[config.mk]
export PLATFORM = sky130hd
export DESIGN_NAME = eee_msg_reader
export DESIGN_NICKNAME = d
export VERILOG_FILES = /design/src/rtl/eee_imgproc_pkg.sv /design/src/rtl/eee_msg_reader.sv
export SDC_FILE = /design/constraint.sdc
export NUM_CORES = 1
export LEC_CHECK = 0
export ABC_AREA = 0
export ABC_CLOCK_PERIOD_IN_PS = 8000
export CORE_UTILIZATION = 28
export DETAILED_ROUTE_END_ITERATION = 10
export DONT_BUFFER_PORTS = 1
export SLEW_MARGIN = 0
export SYNTH_ARGS = -nofsm -noshare
export SYNTH_HDL_FRONTEND = slang
export SYNTH_SLANG_ARGS = --single-unit
[constraint.sdc]
create_clock -name clk -period 8 [get_ports clk]
set_input_delay 0 -clock clk [delete_from_list [all_inputs] [get_ports clk]]
set_output_delay 0 -clock clk [all_outputs]
set_load 0.05 [all_outputs]
[src/rtl/eee_imgproc_pkg.sv]
// Shared definitions for the EEE image processor's slave register map and
// its message reader: addresses, message layout and the reader FSM states.
package eee_imgproc_pkg;

  localparam logic [2:0] REG_STATUS = 3'd0;
  localparam logic [2:0] READ_MSG   = 3'd1;
  localparam logic [2:0] READ_ID    = 3'd2;
  localparam logic [2:0] REG_BBCOL  = 3'd3;

  localparam int unsigned STATUS_FLUSH_BIT = 4;
  localparam logic [31:0] FLUSH_CMD        = 32'h1 << STATUS_FLUSH_BIT;

  // FIFO word count lives in status[15:8]
  localparam int unsigned STAT_CNT_LSB = 8;
  localparam int unsigned STAT_CNT_W   = 8;

  localparam logic [31:0] RBB_MSG_ID    = 32'h00524242;
  localparam logic [31:0] EEE_DEVICE_ID = 32'h1234EEE2;
  localparam logic [7:0]  MSG_WORDS     = 8'd3;

  localparam int unsigned X_LSB         = 16;
  localparam int unsigned Y_LSB         = 0;
  localparam int unsigned COORD_FIELD_W = 11;

  typedef enum logic [3:0] {
    S_ID_RD,
    S_ID_CAP,
    S_HALT,
    S_WAIT,
    S_ST_RD,
    S_ST_CAP,
    S_M_RD,
    S_M_CAP,
    S_DECODE,
    S_FLUSH
  } rd_state_t;

endpackage

[src/rtl/eee_msg_reader.sv]
// Avalon-MM master that checks the image processor's device ID, polls its
// message FIFO and publishes each decoded "RBB" bounding box downstream.
module eee_msg_reader
  import eee_imgproc_pkg::*;
#(
  parameter int unsigned POLL_INTERVAL = 1024,
  parameter logic [31:0] MSG_ID        = RBB_MSG_ID,
  parameter logic [31:0] DEVICE_ID     = EEE_DEVICE_ID,
  parameter int unsigned COORD_W       = COORD_FIELD_W
) (
  input  logic               clk,
  input  logic               reset_n,
  input  logic               enable,
  output logic               m_chipselect,
  output logic               m_read,
  output logic               m_write,
  output logic [2:0]         m_address,
  output logic [31:0]        m_writedata,
  input  logic [31:0]        m_readdata,
  output logic [COORD_W-1:0] bb_left,
  output logic [COORD_W-1:0] bb_top,
  output logic [COORD_W-1:0] bb_right,
  output logic [COORD_W-1:0] bb_bottom,
  output logic               bb_valid,
  output logic               bb_empty,
  output logic               id_ok,
  output logic               id_err,
  output logic [7:0]         sync_err_count,
  output logic               busy
);

  localparam int unsigned     POLL_W    = (POLL_INTERVAL > 1) ? $clog2(POLL_INTERVAL) : 1;
  localparam logic [POLL_W-1:0] POLL_LAST = POLL_W'(POLL_INTERVAL - 1);

  rd_state_t          r_state, w_state_nx;
  logic               r_run;
  logic [POLL_W-1:0]  r_poll;
  logic [1:0]         r_wi;
  logic [31:0]        r_hdr;
  logic [COORD_W-1:0] r_x1, r_y1, r_x2, r_y2;
  logic [COORD_W-1:0] r_bb_left, r_bb_top, r_bb_right, r_bb_bottom;
  logic               r_bb_valid, r_bb_empty, r_id_ok, r_id_err;
  logic [7:0]         r_sync_err;

  logic w_poll_done, w_id_match, w_hdr_ok, w_msg_ready;

  assign w_poll_done = enable && (r_poll == POLL_LAST);
  assign w_id_match  = (m_readdata == DEVICE_ID);
  assign w_hdr_ok    = (r_hdr == MSG_ID);
  assign w_msg_ready = (m_readdata[STAT_CNT_LSB +: STAT_CNT_W] >= MSG_WORDS);

  // Bus strobes decode straight from the state so each read lasts exactly one
  // cycle; r_run keeps the bus quiet in the first cycle after reset.
  // NOTE: every combinational output gets a default before the case so no
  // path through the block leaves a value unassigned (which would infer a latch).
  always_comb begin
    w_state_nx   = r_state;
    m_chipselect = 1'b0;
    m_read       = 1'b0;
    m_write      = 1'b0;
    m_address    = REG_STATUS;
    m_writedata  = '0;
    case (r_state)
      S_ID_RD: begin
        if (r_run) begin
          m_chipselect = 1'b1;
          m_read       = 1'b1;
          m_address    = READ_ID;
          w_state_nx   = S_ID_CAP;
        end
      end
      S_ID_CAP: w_state_nx = w_id_match ? S_WAIT : S_HALT;
      S_HALT:   w_state_nx = S_HALT;
      S_WAIT:   if (w_poll_done) w_state_nx = S_ST_RD;
      S_ST_RD: begin
        m_chipselect = 1'b1;
        m_read       = 1'b1;
        m_address    = REG_STATUS;
        w_state_nx   = S_ST_CAP;
      end
      S_ST_CAP: w_state_nx = w_msg_ready ? S_M_RD : S_WAIT;
      S_M_RD: begin
        m_chipselect = 1'b1;
        m_read       = 1'b1;
        m_address    = READ_MSG;
        w_state_nx   = S_M_CAP;
      end
      S_M_CAP:  w_state_nx = (r_wi == 2'd2) ? S_DECODE : S_M_RD;
      S_DECODE: w_state_nx = w_hdr_ok ? S_ST_RD : S_FLUSH;
      S_FLUSH: begin
        m_chipselect = 1'b1;
        m_write      = 1'b1;
        m_address    = REG_STATUS;
        m_writedata  = FLUSH_CMD;
        w_state_nx   = S_WAIT;
      end
      default:  w_state_nx = S_ID_RD;
    endcase
  end

  // NOTE: sequential state uses non-blocking assignments so every register
  // samples values from before the edge, independent of statement order.
  always_ff @(posedge clk) begin
    if (!reset_n) begin
      r_state     <= S_ID_RD;
      r_run       <= 1'b0;
      r_poll      <= '0;
      r_wi        <= '0;
      r_bb_left   <= '0;
      r_bb_top    <= '0;
      r_bb_right  <= '0;
      r_bb_bottom <= '0;
      r_bb_valid  <= 1'b0;
      r_bb_empty  <= 1'b0;
      r_id_ok     <= 1'b0;
      r_id_err    <= 1'b0;
      r_sync_err  <= '0;
    end else begin
      r_state    <= w_state_nx;
      r_run      <= 1'b1;
      r_bb_valid <= 1'b0;
      case (r_state)
        S_ID_CAP: begin
          if (w_id_match) r_id_ok  <= 1'b1;
          else            r_id_err <= 1'b1;
        end
        S_WAIT: begin
          if (enable) r_poll <= w_poll_done ? '0 : r_poll + POLL_W'(1);
        end
        S_ST_CAP: r_wi <= '0;
        S_M_CAP:  if (r_wi != 2'd2) r_wi <= r_wi + 2'd1;
        S_DECODE: begin
          if (w_hdr_ok) begin
            r_bb_left   <= r_x1;
            r_bb_top    <= r_y1;
            r_bb_right  <= r_x2;
            r_bb_bottom <= r_y2;
            r_bb_valid  <= 1'b1;
            r_bb_empty  <= (r_x1 > r_x2) || (r_y1 > r_y2);
          end else if (r_sync_err != 8'hFF) begin
            r_sync_err <= r_sync_err + 8'd1;
          end
        end
        default: ;
      endcase
    end
  end

  // NOTE: the captured message words are pure datapath, always written before
  // DECODE reads them, so they carry no reset.
  always_ff @(posedge clk) begin
    if (r_state == S_M_CAP) begin
      case (r_wi)
        2'd0: r_hdr <= m_readdata;
        2'd1: begin
          r_x1 <= m_readdata[X_LSB +: COORD_W];
          r_y1 <= m_readdata[Y_LSB +: COORD_W];
        end
        default: begin
          r_x2 <= m_readdata[X_LSB +: COORD_W];
          r_y2 <= m_readdata[Y_LSB +: COORD_W];
        end
      endcase
    end
  end

  assign bb_left        = r_bb_left;
  assign bb_top         = r_bb_top;
  assign bb_right       = r_bb_right;
  assign bb_bottom      = r_bb_bottom;
  assign bb_valid       = r_bb_valid;
  assign bb_empty       = r_bb_empty;
  assign id_ok          = r_id_ok;
  assign id_err         = r_id_err;
  assign sync_err_count = r_sync_err;
  assign busy           = r_run && (r_state != S_WAIT) && (r_state != S_HALT);

endmodule

==> results.md <==
* Status: finished, violations left
* Failing checks: DRC
* Top-count cell post-synth: edfxtp_1
* Worst Reg-to-Reg Cells at 6
* Synth area leader: edfxtp_1
* Final Wtd Congestion at 0.766
* Final Slew Violations at 0
* M3 GR Usage at 0.0509
* Final Cycle Share at 0.319
* Cell Chain, Critical Path: nand2b_1 > nor3b_2 > or3_1
* Mapped Area at around 6300 um2
* Share of synthesized registers carrying an async set or reset at 0
* Postcts setup bufs at 0
* Register area share after synthesis at 0.592
* Die area at approximately 23000 um2
* Top fanout value on the critical path at 11
* Ys flop type: edfxtp_1
* Hold depth at 4
* Placed Area at around 6500 um2
* EDFF count, synth at 76
* Routing usage on met2 at 0.212
* CP Buf/Inv Count at 0
* GR peak layer: met2
* Starting density of the core at 0.287
* Hold Violations, Final at 0
* GR Util met1 at 0.158
* Worst EP required at ~8 ns
* Reg-to-Reg Start: r_hdr[0]
* ANT cells at 0
* Unrepaired setup endpoints after global routing: false
* Final Setup Violations at 0
* Top cell type's share of synthesized area at 0.361
* Dpl hpwl at ~10 mm
* GRT overflow at 0
* Worst Skew at ~0.01 ns
* Synthesized flop and latch total at 149
* Die W at approximately 150 um
* Area growth, synth to finish at 17.2%
* Initial antenna violation count at 0
* Design area at 7420 um2
* Synth unique cells at 55
* Syn Inst Count at approximately 540
* Worst Tran Pin Value at approximately 1.2 ns
* R2r endpoint: bb_bottom[10]
* Max_cap viols at 0
* Detailed Route Iter0 Violations at 166
* Post-synth top cells: 76 x edfxtp_1, 73 x dfxtp_1, 67 x nor2_1, 47 x mux2i_1, 34 x buf_4
* First-pass GRT wire length at between 20 and 25 mm
* Worst Path Arrival at 2.55 ns
* Max clock buf depth at 2
* Hold Crit Start: m_readdata[9]
* Core Rows at 54
* Clk slew on worst S/H paths at roughly 0.060 ns
* YS warnings at 0
* PwrDens at about 230 nW/um2
* Critical path's top delay family: simple AND/OR/NAND/NOR gates
* CTS Hold Bufs at 34
* Routed Antenna Nets at 0
* Placed Cells at 798
* Fill cells at between 2000 and 2500
* CP Class: flip-flop to output port
* Die H at between 150 and 200 um
* DRC viols at 14
* WL/cell at about 17 um
* Clk Tree Root Cell: clkbuf_16
* Maximum VDD drop at roughly 0.15 mV
* Worst Hold Endpoint: id_err
* Area contributors post-synth: edfxtp_1 36%, dfxtp_1 23%, mux2i_1 7.4%, ha_1 5.3%, buf_4 4.0%
* Clock latency at the later pin of the worst-skew pair at approximately 0.41 ns
* Port Buffers at 0
* Average size of a mapped cell at between 10 and 15 um2
* TritonCTS clock tree: yes
* Layout Nets at 633
* Maximum number of pins on one net before global-route repair at between 50 and 60
* GRT Util Overall at 0.132
* Drt total wl at around 15 mm
* I/O pin count at 130
* PostCTS Resize Cnt at 0
* Core area at approximately 22000 um2
* Minimum clock period at between 2 and 3 ns
* CTS buffer count at 17
* Clock Sinks at ~150
* Layout cells sized above 1 at 0.0771
* DRT Pass-1 Iters at 8
* Total number of vias at a little under 4000
* Largest stage delay, worst path at roughly 0.9 ns
* Htree depth at 4
* CP max stage cell: nor3b_2
* Vias per inst at around 4.5
* Final Core Density at 0.337
* Vias in the first global route at 3854
* Crit path capture type: output port
* Non-Filler Instances at roughly 860
* Setup TNS at 0 ns
* Fmax at roughly 0.39 GHz
* Rel. slew slack at 0.221
* Worst reg2reg setup slack at 5.62 ns
* Crit path launch type: flip-flop
* Worst min-delay path class: input pin to flip-flop
* Leak at 3.02 nW
logic make-up after synthesis:
family,synth area share
AND/OR/NAND/NOR,0.134
flip-flops,0.592
buffers and inverters,0.0751
AO/OA/AOI/OAI,0.0597
multiplexers,0.0743
adder cells (fa/ha/maj),0.0534
XOR/XNOR,0.0111
other,0.000593
power breakdown:
part,total (W),switching [W],internal [W]
logic,0.000113,0.0000855,0.0000276
registers,0.000823,0.0000169,0.000807
clock network,0.000787,0.000328,0.000459
worst max path at each step:
stage / start / to / slack [ns] / cells after the start
CTS: r_state[0] / m_chipselect / 5.42 / 3
detailed placement: r_hdr[0] / bb_top[7] / 5.58 / 6
floorplan: r_state[2] / r_x2[0] / 5.03 / 5
global route: r_state[1] / r_poll[5] / 5.34 / 5
global placement: r_hdr[3] / bb_right[4] / 5.63 / 6
finish: r_state[0] / m_chipselect / 5.45 / 3
per-layer routing:
metal / vias to the layer above / wire length, um
met5: - / 0
met3: 14 / 1270
li1: 1930 / -
met4: 0 / 191
met2: 102 / 7080
met1: 1877 / 6500
area by class of cell:
type	count	area (um2)	area share
multi-input combinational	334	2240	0.302
clock inverter	13	119	0.0160
sequential	149	3740	0.505
tap	280	350	0.0472
timing repair buffer	40	389	0.0525
inverter	29	109	0.0147
clock buffer	19	464	0.0626
metrics by stage:
stage          total power [W]  hold slack (ns)  setup WS, ns
2_1_floorplan         0.000935           0.0277          5.03
3_3_place_gp          0.000932           0.0285          5.63
3_5_place_dp          0.000932           0.0285          5.58
4_1_cts                0.00174           0.0124          5.42
5_1_grt                0.00178           0.0652          5.34
6_report               0.00172           0.0383          5.45
sequential cells by signal, summed over array words and instances, names as in the netlist, 2 cells and up:
name,cells
r_hdr,32
r_poll,10
bb_top,11
r_x1,11
bb_left,11
r_state,4
bb_right,11
r_y2,11
r_y1,11
bb_bottom,11
r_x2,11
sync_err_count,8
r_wi,2
worst min-delay path, delay by kind of cell:
kind / cells / cell delay (ns)
AO/OA/AOI/OAI: 1 / 0.09
AND/OR/NAND/NOR: 3 / 0.32
layout by cell type (no fill, tap or decap), types with 4 or more instances in the layout:
cell type,synthesis,layout
a21oi_1,22,22
and3_1,8,8
buf_4,34,5
clkbuf_16,0,18
conb_1,1,32
dfxtp_1,73,73
dlygate4sd3_1,0,34
edfxtp_1,76,76
ha_1,27,27
inv_1,29,29
mux2i_1,47,47
nand2_1,17,17
nand2b_1,5,5
nand3_1,9,9
nand4_1,10,10
nor2_1,67,67
nor4_1,8,8
nor4b_1,5,4
nor4bb_1,4,4
o21ai_0,10,10
o31ai_1,7,7
or4_1,4,4
xor2_1,7,7
No activity file was read; power rests on OpenSTA's default activity.
